--- config.mk ---
export PLATFORM = sky130hd
export DESIGN_NAME = inert_sched
export DESIGN_NICKNAME = d
export VERILOG_FILES = /design/src/rtl/inert_pkg.sv /design/src/rtl/synch_2ff.sv /design/src/rtl/inert_sched.sv
export SDC_FILE = /design/constraint.sdc
export NUM_CORES = 1
export LEC_CHECK = 0
export BUFFER_PORTS_ARGS = -buffer_cell sky130_fd_sc_hd__buf_2
export CAP_MARGIN = 20
export CORE_MARGIN = 3
export CORE_UTILIZATION = 50
export CTS_BUF_LIST = sky130_fd_sc_hd__clkbuf_16
export DETAILED_ROUTE_END_ITERATION = 8
export GPL_TIMING_DRIVEN = 1
export HOLD_SLACK_MARGIN = 0.15
export MAX_ROUTING_LAYER = met4
export PLACE_DENSITY_LB_ADDON = 0.12
export SLEW_MARGIN = 10
export SYNTH_ARGS = -nofsm -noshare
export SYNTH_HDL_FRONTEND = slang
export SYNTH_SLANG_ARGS = --single-unit
--- constraint.sdc ---
create_clock -name clk -period 2.3 [get_ports clk]
set_clock_uncertainty 0.15 [all_clocks]
set_input_delay 0.23 -clock clk [delete_from_list [all_inputs] [get_ports clk]]
set_output_delay 0.23 -clock clk [all_outputs]
set_load 0.005 [all_outputs]
--- src/rtl/inert_pkg.sv ---
// Shared types and SPI command constants for the inertial sensor scheduler.
// Configuration words and read addresses are fixed by the sensor register map.
package inert_pkg;

  typedef enum logic [2:0] {
    ST_POR,
    ST_CFG_ISSUE,
    ST_CFG_WAIT,
    ST_IDLE,
    ST_RD_ISSUE,
    ST_RD_WAIT,
    ST_PUBLISH
  } sched_state_t;

  localparam logic [15:0] CFG_INT_EN   = 16'h0D02;
  localparam logic [15:0] CFG_GYRO_ODR = 16'h1160;
  localparam logic [15:0] CFG_ROUNDING = 16'h1440;
  localparam logic [2:0]  CFG_LAST_IDX = 3'd2;

  localparam logic [7:0] READ_FLAG = 8'h80;

  localparam logic [7:0] RD_PTCH_L = 8'hA2;
  localparam logic [7:0] RD_PTCH_H = 8'hA3;
  localparam logic [7:0] RD_ROLL_L = 8'hA4;
  localparam logic [7:0] RD_ROLL_H = 8'hA5;
  localparam logic [7:0] RD_YAW_L  = 8'hA6;
  localparam logic [7:0] RD_YAW_H  = 8'hA7;
  localparam logic [2:0] RD_LAST_IDX = 3'd5;

  function automatic logic [15:0] cfg_cmd(input logic [2:0] idx);
    logic [15:0] c;
    case (idx)
      3'd0:    c = CFG_INT_EN;
      3'd1:    c = CFG_GYRO_ODR;
      default: c = CFG_ROUNDING;
    endcase
    return c;
  endfunction

  // Low address byte of each rate comes first so the words assemble little-endian.
  function automatic logic [15:0] rd_cmd(input logic [2:0] idx);
    logic [7:0] addr;
    case (idx)
      3'd0:    addr = RD_PTCH_L;
      3'd1:    addr = RD_PTCH_H;
      3'd2:    addr = RD_ROLL_L;
      3'd3:    addr = RD_ROLL_H;
      3'd4:    addr = RD_YAW_L;
      default: addr = RD_YAW_H;
    endcase
    return {addr | READ_FLAG, 8'h00};
  endfunction

endpackage

--- src/rtl/synch_2ff.sv ---
// Two-flop synchronizer for a slow asynchronous level; 2-cycle latency, no backpressure.
module synch_2ff (
  input  logic clk,
  input  logic rst,
  input  logic async_in,
  output logic sync_out
);

  logic meta_q, meta_d;
  logic sync_q, sync_d;

  always_comb begin
    meta_d = async_in;
    sync_d = meta_q;
  end

  always_ff @(posedge clk) begin
    if (rst) begin
      meta_q <= 1'b0;
      sync_q <= 1'b0;
    end else begin
      meta_q <= meta_d;
      sync_q <= sync_d;
    end
  end

  assign sync_out = sync_q;

endmodule

--- src/rtl/inert_sched.sv ---
// Configures the gyro over the shared SPI monarch, then reads six rate bytes per data-ready and publishes pitch/roll/yaw.
// Latency: done -> next wrt 2 cycles, last done -> vld 2 cycles; waits on done indefinitely, INT is never queued.
module inert_sched
  import inert_pkg::*;
#(
  parameter logic [15:0] POR_CYCLES = 16'hFFFF
) (
  input  logic        clk,
  input  logic        rst,
  input  logic        INT,
  input  logic        done,
  input  logic [15:0] rd_data,
  output logic        wrt,
  output logic [15:0] cmd,
  output logic        init_done,
  output logic [15:0] ptch_rt,
  output logic [15:0] roll_rt,
  output logic [15:0] yaw_rt,
  output logic        vld
);

  localparam logic [15:0] POR_LAST = POR_CYCLES - 16'd1;

  logic int_s;

  sched_state_t    state_q, state_d;
  logic [15:0]     por_cnt_q, por_cnt_d;
  logic [2:0]      idx_q, idx_d;
  logic [5:0][7:0] buf_q, buf_d;
  logic            wrt_q, wrt_d;
  logic [15:0]     cmd_q, cmd_d;
  logic            init_done_q, init_done_d;
  logic            vld_q, vld_d;
  logic [15:0]     ptch_q, ptch_d;
  logic [15:0]     roll_q, roll_d;
  logic [15:0]     yaw_q, yaw_d;

  // The sensor answers with one byte; the upper half of the SPI word is don't-care.
  logic unused_rd_hi;
  assign unused_rd_hi = ^rd_data[15:8];

  synch_2ff u_int_sync (
    .clk      (clk),
    .rst      (rst),
    .async_in (INT),
    .sync_out (int_s)
  );

  always_comb begin
    state_d     = state_q;
    por_cnt_d   = por_cnt_q;
    idx_d       = idx_q;
    buf_d       = buf_q;
    wrt_d       = 1'b0;
    cmd_d       = cmd_q;
    init_done_d = init_done_q;
    vld_d       = 1'b0;
    ptch_d      = ptch_q;
    roll_d      = roll_q;
    yaw_d       = yaw_q;

    unique case (state_q)
      ST_POR: begin
        if (por_cnt_q == POR_LAST) begin
          idx_d   = 3'd0;
          state_d = ST_CFG_ISSUE;
        end else begin
          por_cnt_d = por_cnt_q + 16'd1;
        end
      end
      ST_CFG_ISSUE: begin
        wrt_d   = 1'b1;
        cmd_d   = cfg_cmd(idx_q);
        state_d = ST_CFG_WAIT;
      end
      ST_CFG_WAIT: begin
        if (done) begin
          if (idx_q == CFG_LAST_IDX) begin
            init_done_d = 1'b1;
            state_d     = ST_IDLE;
          end else begin
            idx_d   = idx_q + 3'd1;
            state_d = ST_CFG_ISSUE;
          end
        end
      end
      ST_IDLE: begin
        if (int_s) begin
          idx_d   = 3'd0;
          state_d = ST_RD_ISSUE;
        end
      end
      ST_RD_ISSUE: begin
        wrt_d   = 1'b1;
        cmd_d   = rd_cmd(idx_q);
        state_d = ST_RD_WAIT;
      end
      ST_RD_WAIT: begin
        if (done) begin
          buf_d[idx_q] = rd_data[7:0];
          if (idx_q == RD_LAST_IDX) begin
            state_d = ST_PUBLISH;
          end else begin
            idx_d   = idx_q + 3'd1;
            state_d = ST_RD_ISSUE;
          end
        end
      end
      ST_PUBLISH: begin
        // All three words move together so downstream never sees a mixed sample.
        ptch_d  = {buf_q[1], buf_q[0]};
        roll_d  = {buf_q[3], buf_q[2]};
        yaw_d   = {buf_q[5], buf_q[4]};
        vld_d   = 1'b1;
        state_d = ST_IDLE;
      end
      default: state_d = ST_POR;
    endcase
  end

  always_ff @(posedge clk) begin
    if (rst) begin
      state_q     <= ST_POR;
      por_cnt_q   <= '0;
      idx_q       <= '0;
      buf_q       <= '0;
      wrt_q       <= 1'b0;
      cmd_q       <= '0;
      init_done_q <= 1'b0;
      vld_q       <= 1'b0;
      ptch_q      <= '0;
      roll_q      <= '0;
      yaw_q       <= '0;
    end else begin
      state_q     <= state_d;
      por_cnt_q   <= por_cnt_d;
      idx_q       <= idx_d;
      buf_q       <= buf_d;
      wrt_q       <= wrt_d;
      cmd_q       <= cmd_d;
      init_done_q <= init_done_d;
      vld_q       <= vld_d;
      ptch_q      <= ptch_d;
      roll_q      <= roll_d;
      yaw_q       <= yaw_d;
    end
  end

  assign wrt       = wrt_q;
  assign cmd       = cmd_q;
  assign init_done = init_done_q;
  assign vld       = vld_q;
  assign ptch_rt   = ptch_q;
  assign roll_rt   = roll_q;
  assign yaw_rt    = yaw_q;

endmodule

==> reports/qor.yml, run 1 <==
grt_max_degree: 58
fillers: 814
final_cell_area_um2: 6410
r2r_slack_ns: 0.11
cts_tree: "yes"
drc: 0
antenna_found_initial: 0
via_count: 4112
drtIter0Drc: 204
rows: 36
die_w_um: 107
wl_um: 11100
port_buffers: 72
nets: 688
leakagePower_nw: 2.63
dieArea_um2: 11500
rr_endpoint: "idx_q[1]"
clockRootBuffer: "clkbuf_16"
slew_viol_final: 0
start_util: 0.520
cts_buffer_depth: 2
dr.pass1.iters: 4
syn2layout_area_growth_pct: 25.0
endpoint_kind: "flip-flop"
ir_drop_mv: 0.425
path_class: "flip-flop to flip-flop"
clock_latency_ns: 0.42
netlist_area_um2: 5130
io_pins: 87
finish.utilization: 0.650
cp_max_fo: 7
clock.fmax_ghz: 0.457
synth_edf_count: 0
power_density_nw_per_um2: 797
setup_viol: 0
clkSinkCount: 130
grt_pass1_wl_um: 18500
cp_data_arrival_time_ns: 2.38
drive_gt1_frac: 0.201
grt_usage: 0.211
grt_pass1_vias: 3804
cts_buffers: 17
final_hold_viol_count: 0
synth_cells: 575
ff_latch_area_um2: 2600
reg2reg_depth: 7
die_h_um: 107
ys_types: 47
worstReg2RegStart: "por_cnt_q[0]"
viasPerCell: 5.09
synth-seq-area-share: 0.508
outcome: "finished clean"
async_flop_share: 0
multi_input_area_um2: 2310
wl_per_cell_um: 13.8
globalRoute.totalOverflow: 0
post-place-ws_ns: 0.0478
crit_path_start: "por_cnt_q[0]"
setup_ws_ns: 0.113
tightest_slew_ns: 0.817
cp-start-kind: "flip-flop"
max_cap_violations: 0
fin_crit_ns: 2.19
gp_congestion: 0.823
required_ns: 2.50
detail-route-antenna-nets: 0
crit_end: "idx_q[1]"
placed_area_um2: 5650
synth.avg_cell_area_um2: 8.92
synth_ff_type: "dfxtp_1"
max-slew-margin-rel: 0.448
dpl.hpwl_um: 7110
core_um2: 9860
h-tree-depth: 4
diodes: 0
hp-class: "flip-flop to flip-flop"
synth_warnings: 0
period_share: 0.951
synth-seq-cells: 130
clkTransAtPathRegs_ns: 0.06
[metal layers]
metal	GRT usage	routed length, µm	vias up
met4	0.0776	147	0
met2	0.311	5040	95
met5	-	0	-
met1	0.274	5270	1895
li1	-	-	2106
met3	0.0642	660	16
[layout make-up]
cell class,instances,area share
flip-flops and latches,130,0.406
clock buffers,17,0.0664
inverters,8,0.00468
repair buffers,104,0.109
clock inverters,15,0.0281
well taps,133,0.0260
multi-input cells,401,0.360
[cell usage after synthesis, drive strengths merged (3+ instances only)]
master / count / area (µm²)
a211oi: 4 / 30.0
a21oi: 61 / 305
a31oi: 4 / 25.0
buf: 13 / 106
clkbuf: 28 / 115
dfxtp: 130 / 2600
ha: 6 / 75.1
inv: 7 / 26.3
mux2i: 49 / 490
nand2: 106 / 398
nand3: 9 / 57.6
nand4: 4 / 37.5
nor2: 76 / 285
nor2b: 3 / 21.3
nor3: 21 / 139
nor3b: 3 / 22.5
nor4: 5 / 46.3
o21ai: 7 / 35.0
or3: 4 / 26.3
xnor2: 13 / 114
[flip-flops by register name, indices dropped and copies added, names as in the netlist, 3 cells and up]
signal	cells
buf_q	48
state_q	3
ptch_rt	16
cmd	7
roll_rt	16
yaw_rt	16
idx_q	3
por_cnt_q	16
[power breakdown]
group	total [W]	internal, W	leakage (nW)	switching [W]
clock network	0.00273	0.00171	0.286	0.00101
logic	0.000117	0.0000421	1.30	0.0000754
registers	0.00227	0.00226	1.05	0.00000649
[worst max-delay path, stage by stage (launching register included)]
cell and delay (ns):
dfxtp_1 0.36, inv_1 0.07, ha_1 0.17, nand4_1 0.15, nor4_4 0.42, nor2b_4 0.10, or4b_1 0.54, a21oi_1 0.16
[kinds of logic (layout without fill, tap and decap cells)]
logic type,Yosys count,after routing,synth area share
multiplexers,49,49,0.0957
adder cells (fa/ha/maj),6,6,0.0146
AND/OR/NAND/NOR,242,242,0.219
other,1,6,0.000732
flip-flops,130,130,0.508
AO/OA/AOI/OAI,85,85,0.0913
XOR/XNOR,13,13,0.0222
buffers and inverters,49,144,0.0491
[metrics by stage]
| stage | total power [W] | instances | hold WS, ns | TNS [ns] |
|---|---|---|---|---|
| detailed placement | 0.00242 | 761 | 0.279 | 0 |
| finish | 0.00511 | 808 | 0.292 | 0 |
| floorplan | 0.00237 | 580 | 0.208 | 0 |
| global route | 0.00528 | 808 | 0.315 | -0.0171 |
| global placement | 0.00241 | 761 | 0.267 | 0 |
| CTS | 0.00516 | 806 | 0.294 | 0 |
[worst min path at each step]
stage / cells past startpoint / end / from
after CTS: 1 / u_int_sync.sync_out / u_int_sync.meta_q
after detailed placement: 1 / u_int_sync.sync_out / u_int_sync.meta_q
after global placement: 1 / u_int_sync.sync_out / u_int_sync.meta_q
after floorplan: 1 / u_int_sync.meta_q / INT
final: 1 / u_int_sync.sync_out / u_int_sync.meta_q
after global routing: 2 / yaw_rt[14] / buf_q[46]
[layout by cell type, fill, tap and decap left out, types with 3 or more instances in the layout]
cell / netlist / layout
dfxtp_1: 130 / 129
nand2_1: 106 / 106
nor2_1: 76 / 76
buf_2: 1 / 71
a21oi_1: 61 / 61
mux2i_1: 49 / 49
nor3_1: 18 / 17
clkbuf_16: 0 / 17
buf_4: 9 / 15
xnor2_1: 13 / 13
dlygate4sd3_1: 0 / 13
inv_1: 7 / 8
o21ai_0: 7 / 7
nand3_1: 8 / 7
ha_1: 6 / 6
conb_1: 1 / 6
inv_6: 0 / 5
buf_12: 0 / 5
a31oi_1: 4 / 4
a211oi_1: 4 / 4
nor4_1: 4 / 4
clkinvlp_4: 0 / 4
or3_1: 3 / 3
nor3b_1: 3 / 3
nor3_4: 3 / 3
bufinv_16: 0 / 3
[what timing repair did]
item / 4_1_cts / 5_1_grt
endpoints found under the hold margin: 66 / 0
endpoints found under the setup margin: 0 / 3
hold buffers: 13 / 0
resized for setup: 0 / 3
buffers inserted: 0 / 2
Power figures use the tool's default switching activity.
==> run 2: changes to the inputs <==
--- a/config.mk
+++ b/config.mk
@@ -5,6 +5,7 @@
 export SDC_FILE = /design/constraint.sdc
 export NUM_CORES = 1
 export LEC_CHECK = 0
+export ABC_AREA = 1
 export BUFFER_PORTS_ARGS = -buffer_cell sky130_fd_sc_hd__buf_2
 export CAP_MARGIN = 20
 export CORE_MARGIN = 3
==> run 2 against run 1 <==
Worst setup slack better by 0.18 ns. Synthesized cell count up 24%. Largest power group unchanged. Sequential share of layout area up 0.40 points. Register-to-register slack better by 0.18 ns. Count of clock-buffer cells in the layout unchanged. Cell area down 1.0%. Critical path type unchanged. Largest cell class unchanged. Synthesized area up 3.1%.
==> reports/qor.yml, run 2 <==
max_cap_violations: 0  # unchanged
grt_max_degree: 70  # was 58
dieArea_um2: 11800  # was 11500 µm²
hp-class: "flip-flop to flip-flop"  # unchanged
start_util: 0.526  # was 0.520
clkTransAtPathRegs_ns: 0.05  # was 0.06 ns
power_density_nw_per_um2: 777  # was 797 nW/µm²
fin_tns_setup_ns: 0  # unchanged
clkSinkCount: 130  # unchanged
ctsHoldBuffers: 12  # was 13
viasPerCell: 5.03  # was 5.09
cts_tree: "yes"  # unchanged
post-place-ws_ns: 0.323  # was 0.0478 ns
detail-route-antenna-nets: 0  # unchanged
synth_warnings: 0  # unchanged
synth_top_area_share: 0.492  # was 0.508
tightest_slew_ns: 0.901  # was 0.817 ns
grt_pass1_wl_um: 20500  # was 18500 µm
synthTopCellsByArea: "dfxtp_1 (49%), nor2_1 (16%), nand2_1 (6.3%)"  # was dfxtp_1 (51%), mux2i_1 (9.6%), nand2_1 (7.8%)
clock.fmax_ghz: 0.498  # was 0.457 GHz
final_cell_mix: "nor2_1 (230), dfxtp_1 (130), nand2_1 (89)"  # was dfxtp_1 (129), nand2_1 (106), nor2_1 (76)
die_w_um: 109  # was 107 µm
synth_edf_count: 0  # unchanged
leakagePower_nw: 3.00  # was 2.63 nW
cts_setup_buffers: 0  # unchanged
dr.pass1.iters: 6  # was 4
outcome: "finished clean"  # unchanged
yosys.area.top_type: "dfxtp_1"  # unchanged
via_count: 4695  # was 4112
synth-seq-cells: 130  # unchanged
port_buffers: 72  # unchanged
core_um2: 10000  # was 9860 µm²
cts_resized: 0  # unchanged
synth_cells: 712  # was 575
h-tree-depth: 4  # unchanged
async_flop_share: 0  # unchanged
yosys.cell_count.top_type: "nor2_1"  # was dfxtp_1
drc: 0  # unchanged
cp_data_arrival_time_ns: 2.20  # was 2.38 ns
io_pins: 87  # unchanged
grt_pass1_vias: 4529  # was 3804
largest_register: "buf_q"  # unchanged
mostFrequentLayoutCell: "nor2_1"  # was dfxtp_1
synth.avg_cell_area_um2: 7.42  # was 8.92 µm²
wl_per_cell_um: 13.3  # was 13.8 µm
period_share: 0.872  # was 0.951
nets: 813  # was 688
path_class: "flip-flop to flip-flop"  # unchanged
antenna_found_initial: 0  # unchanged
largest_reg_flops: 48  # unchanged
die_h_um: 109  # was 107 µm
grt_usage: 0.227  # was 0.211
slew_viol_final: 0  # unchanged
rsz0062_at_grt: "no"
synth-seq-area-share: 0.492  # was 0.508
ir_drop_mv: 0.493  # was 0.425 mV
setup_ws_ns: 0.294  # was 0.113 ns
endpoint_kind: "flip-flop"  # unchanged
cts_buffers: 17  # unchanged
fin_crit_ns: 2.01  # was 2.19 ns
fillers: 887  # was 814
cts_buffer_depth: 2  # unchanged
cp-start-kind: "flip-flop"  # unchanged
clock_latency_ns: 0.41  # was 0.42 ns
syn2layout_area_growth_pct: 20.0  # was 25.0%
synth_ff_type: "dfxtp_1"  # unchanged
synth_common_cells: "nor2_1 (230), dfxtp_1 (130), nand2_1 (89), o21ai_0 (63), o21ai_1 (42)"  # was dfxtp_1 (130), nand2_1 (106), nor2_1 (76), a21oi_1 (61), mux2i_1 (49)
final_hold_viol_count: 0  # unchanged
gp_congestion: 0.895  # was 0.823
clockRootBuffer: "clkbuf_16"  # unchanged
netlist_area_um2: 5290  # was 5130 µm²
drtIter0Drc: 295  # was 204
dpl.hpwl_um: 7800  # was 7110 µm
rows: 36  # unchanged
drive_gt1_frac: 0.170  # was 0.201
max-slew-margin-rel: 0.399  # was 0.448
required_ns: 2.49  # was 2.50 ns
ys_types: 31  # was 47
cp_max_fo: 6  # was 7
diodes: 0  # unchanged
setup_viol: 0  # unchanged
wl_um: 12400  # was 11100 µm
globalRoute.totalOverflow: 0  # unchanged
==> run 2: layout make-up <==
type,count,area [µm²],share of cell area
inverters,37,139,0.0219
clock buffers,17,425,0.0671
repair buffers,89,518,0.0817
well taps,133,166,0.0262
multi-input cells,512,2350,0.370
clock inverters,15,146,0.0231
flip-flops and latches,130,2600,0.410
==> run 2: final timing paths <==
kind	depth (start not counted)	slack (ns)	end	startpoint
worst max-delay path	11	0.29	idx_q[2]	idx_q[0]
worst max register to register	11	0.29	idx_q[2]	idx_q[0]
worst min register to register	2	0.26	u_int_sync.sync_out	u_int_sync.meta_q
worst min-delay path	2	0.26	u_int_sync.sync_out	u_int_sync.meta_q
==> run 2: layer usage <==
metal  global-route usage  share of wire
met5                    -              0
met1                0.271           0.45
met4               0.0866          0.012
met2                0.365           0.48
met3               0.0639          0.059
==> run 2: critical path, stage by stage (launching register included) <==
cell and delay (ns):
dfxtp_1 0.42, inv_1 0.17, ha_1 0.26, inv_1 0.06, nor2_1 0.04, nand3_1 0.13
nand2_1 0.06, nor2_1 0.23, nand3_1 0.16, nand2_1 0.10, inv_1 0.05, nor2_1 0.10
==> run 2: power breakdown <==
group / total (W) / internal, W / switching (W)
clock: 0.00256 / 0.00158 / 0.000981
sequential: 0.00226 / 0.00226 / 0.00000544
combinational: 0.000102 / 0.0000347 / 0.0000670
==> run 2: cells by family after synthesis <==
family | count (synthesis) | share of synthesized area
DFF | 130 | 0.492
adders and majority gates | 6 | 0.0142
xor gates and xnor gates | 9 | 0.0149
buffers and inverters | 75 | 0.0672
and+or+nand+nor | 360 | 0.282
AOI/OAI and AO/OA | 131 | 0.128
other | 1 | 0.000710
==> run 2: per-stage QoR <==
step / hold slack, ns / util / instances / total power [W] / area (µm²)
2_1_floorplan: 0.187 / - / 717 / 0.00236 / 5300
3_3_place_gp: 0.251 / 0.563 / 889 / 0.00240 / 5650
3_5_place_dp: 0.249 / 0.563 / 889 / 0.00240 / 5650
4_1_cts: 0.263 / 0.632 / 933 / 0.00497 / 6340
5_1_grt: 0.286 / 0.632 / 933 / 0.00509 / 6340
6_report: 0.265 / 0.632 / 933 / 0.00493 / 6340
==> run 3: changes to the inputs <==
==> constraint.sdc (replaced) <==
create_clock -name clk -period 2.4 [get_ports clk]
set_clock_uncertainty 0.15 [all_clocks]
set_input_delay 0.24 -clock clk [delete_from_list [all_inputs] [get_ports clk]]
set_output_delay 0.24 -clock clk [all_outputs]
set_load 0.005 [all_outputs]
==> run 3 against run 2 <==
Non-clock buffer count down 1. Core utilization down 0.12 points. Via count about the same. Combinational power down 4%. Worst setup slack better by 0.089 ns. Cell area down 0.20%. Highest routed layer unchanged.
==> reports/qor.yml, run 3 (synthesis gave the netlist of run 2 again) <==
leakagePower_nw: 2.98  # was 3.00 nW
dpl.hpwl_um: 7720  # was 7800 µm
max-slew-margin-rel: 0.413  # was 0.399
core_um2: 10000  # unchanged
placed_area_um2: 5650  # unchanged
fin_tns_setup_ns: 0  # unchanged
syn2layout_area_growth_pct: 19.8  # was 20.0%
hp-class: "flip-flop to flip-flop"  # unchanged
cp_data_arrival_time_ns: 2.16  # was 2.20 ns
wl_um: 12100  # was 12400 µm
mostFrequentLayoutCell: "nor2_1"  # unchanged
cp_cell_sequence: "inv_1 > ha_1 > inv_1 > nor2_1 > nand2_1 > o21ai_4 > buf_4 > nor2_1 > o21ai_0 > nor2_1"  # was inv_1 > ha_1 > inv_1 > nor2_1 > nand3_1 > nand2_1 > nor2_1 > nand3_1 > nand2_1 > inv_1 > nor2_1
drive_gt1_frac: 0.174  # was 0.170
grt_pass1_vias: 4498  # was 4529
port_buffers: 72  # unchanged
path_class: "flip-flop to flip-flop"  # unchanged
h-tree-depth: 4  # unchanged
drc: 0  # unchanged
final_cell_area_um2: 6330  # was 6340 µm²
slowest_delay_ns: 0.42  # about the same
clock_latency_ns: 0.41  # about the same
cts_setup_buffers: 0  # unchanged
cpLargestDelayFamily: "compound AO/OA/AOI/OAI gates"  # was simple AND/OR/NAND/NOR gates
grt_usage: 0.225  # was 0.227
slew_viol_final: 0  # unchanged
fin_crit_ns: 2.02  # was 2.01 ns
period_share: 0.841  # was 0.872
via_count: 4698  # was 4695
viasPerCell: 5.04  # was 5.03
ir_drop_mv: 0.627  # was 0.493 mV
outcome: "finished clean"  # unchanged
cts_tree: "yes"  # unchanged
clock.fmax_ghz: 0.496  # was 0.498 GHz
clkTransAtPathRegs_ns: 0.06  # was 0.05 ns
diodes: 0  # unchanged
clkSinkCount: 130  # unchanged
tightest_slew_ns: 0.880  # was 0.901 ns
rows: 36  # unchanged
multi_input_area_um2: 2350  # unchanged
wl_per_cell_um: 12.9  # was 13.3 µm
cts_buffers: 17  # unchanged
final_cell_mix: "nor2_1 (230), dfxtp_1 (130), nand2_1 (89)"  # unchanged
setup_viol: 0  # unchanged
dieArea_um2: 11800  # unchanged
critPathSlowestCell: "o21ai_4"  # was dfxtp_1
die_h_um: 109  # unchanged
cts_buffer_depth: 2  # unchanged
nets: 812  # was 813
cp-start-kind: "flip-flop"  # unchanged
dr.pass1.iters: 5  # was 6
clockRootBuffer: "clkbuf_16"  # unchanged
rsz0062_at_grt: "no"  # unchanged
critPathMostFrequentCell: "nor2_1"
largest_reg_flops: 48  # unchanged
die_w_um: 109  # unchanged
post-place-ws_ns: 0.402  # was 0.323 ns
fillers: 911  # was 887
grt_max_degree: 65  # was 70
start_util: 0.526  # unchanged
max_cap_violations: 0  # unchanged
io_pins: 87  # unchanged
final_hold_viol_count: 0  # unchanged
ff_latch_area_um2: 2600  # unchanged
detail-route-antenna-nets: 0  # unchanged
drtIter0Drc: 273  # was 295
endpoint_kind: "flip-flop"  # unchanged
globalRoute.totalOverflow: 0  # unchanged
antenna_found_initial: 0  # unchanged
setup_ws_ns: 0.382  # was 0.294 ns
cp.buffers_inverters: 3  # unchanged
cp_max_fo: 18  # was 6
gp_congestion: 0.908  # was 0.895
required_ns: 2.55  # was 2.49 ns
instances_no_fill: 932  # was 933
largest_register: "buf_q"  # unchanged
power_density_nw_per_um2: 748  # was 777 nW/µm²
placedCellCount: 889  # unchanged
grt_pass1_wl_um: 20600  # was 20500 µm
run 3: changes by cell type in the layout (fill, tap and decap cells not counted), sizes merged:
cell,change
inv,+4
clkinv,-3
bufinv,-1
dlygate4sd3,-1
run 3: cell type report:
cell class	count	area share
Clock buffer	17	0.0672
Clock inverter	15	0.0227
Multi-Input combinational cell	512	0.371
Tap cell	133	0.0263
Timing Repair Buffer	88	0.0802
Inverter	37	0.0219
Sequential cell	130	0.411
run 3: path summary, 6_finish.rpt:
check	endpoint	cells past startpoint	slack, ns	start
min reg2reg	u_int_sync.sync_out	2	0.26	u_int_sync.meta_q
min	u_int_sync.sync_out	2	0.26	u_int_sync.meta_q
max reg2reg	por_cnt_q[2]	10	0.38	por_cnt_q[0]
max	por_cnt_q[2]	10	0.38	por_cnt_q[0]
run 3: what timing repair did:
item                                   CTS  global route
hold buffers                            11             0
endpoints found under the hold margin   53             0
resized for setup                        0             0
run 3: power breakdown:
| group | switching, W | internal, W |
|---|---|---|
| Sequential | 0.00000514 | 0.00216 |
| Combinational | 0.0000656 | 0.0000323 |
| Clock | 0.00102 | 0.00145 |
| Total | 0.00109 | 0.00364 |
run 3: metrics by stage:
step / util / total power (W) / hold slack, ns
finish: 0.630 / 0.00474 / 0.260
global route: 0.630 / 0.00487 / 0.296
CTS: 0.630 / 0.00477 / 0.266
floorplan: - / 0.00227 / 0.197
global placement: 0.563 / 0.00230 / 0.251
detailed placement: 0.563 / 0.00230 / 0.263
run 3: worst reg2reg max path, stage by stage, from the launching register on:
cell	delay (ns)
dfxtp_1	0.35
inv_1	0.12
ha_1	0.15
inv_1	0.04
nor2_1	0.09
nand2_1	0.09
o21ai_4	0.42
buf_4	0.25
nor2_1	0.05
o21ai_0	0.15
nor2_1	0.05
run 3: per-layer routing:
layer,GRT usage,part of all wire,up-vias
met5,-,0,-
met4,0.0721,0.010,0
met3,0.0628,0.064,10
met2,0.357,0.47,143
met1,0.278,0.46,2145
li1,-,-,2400
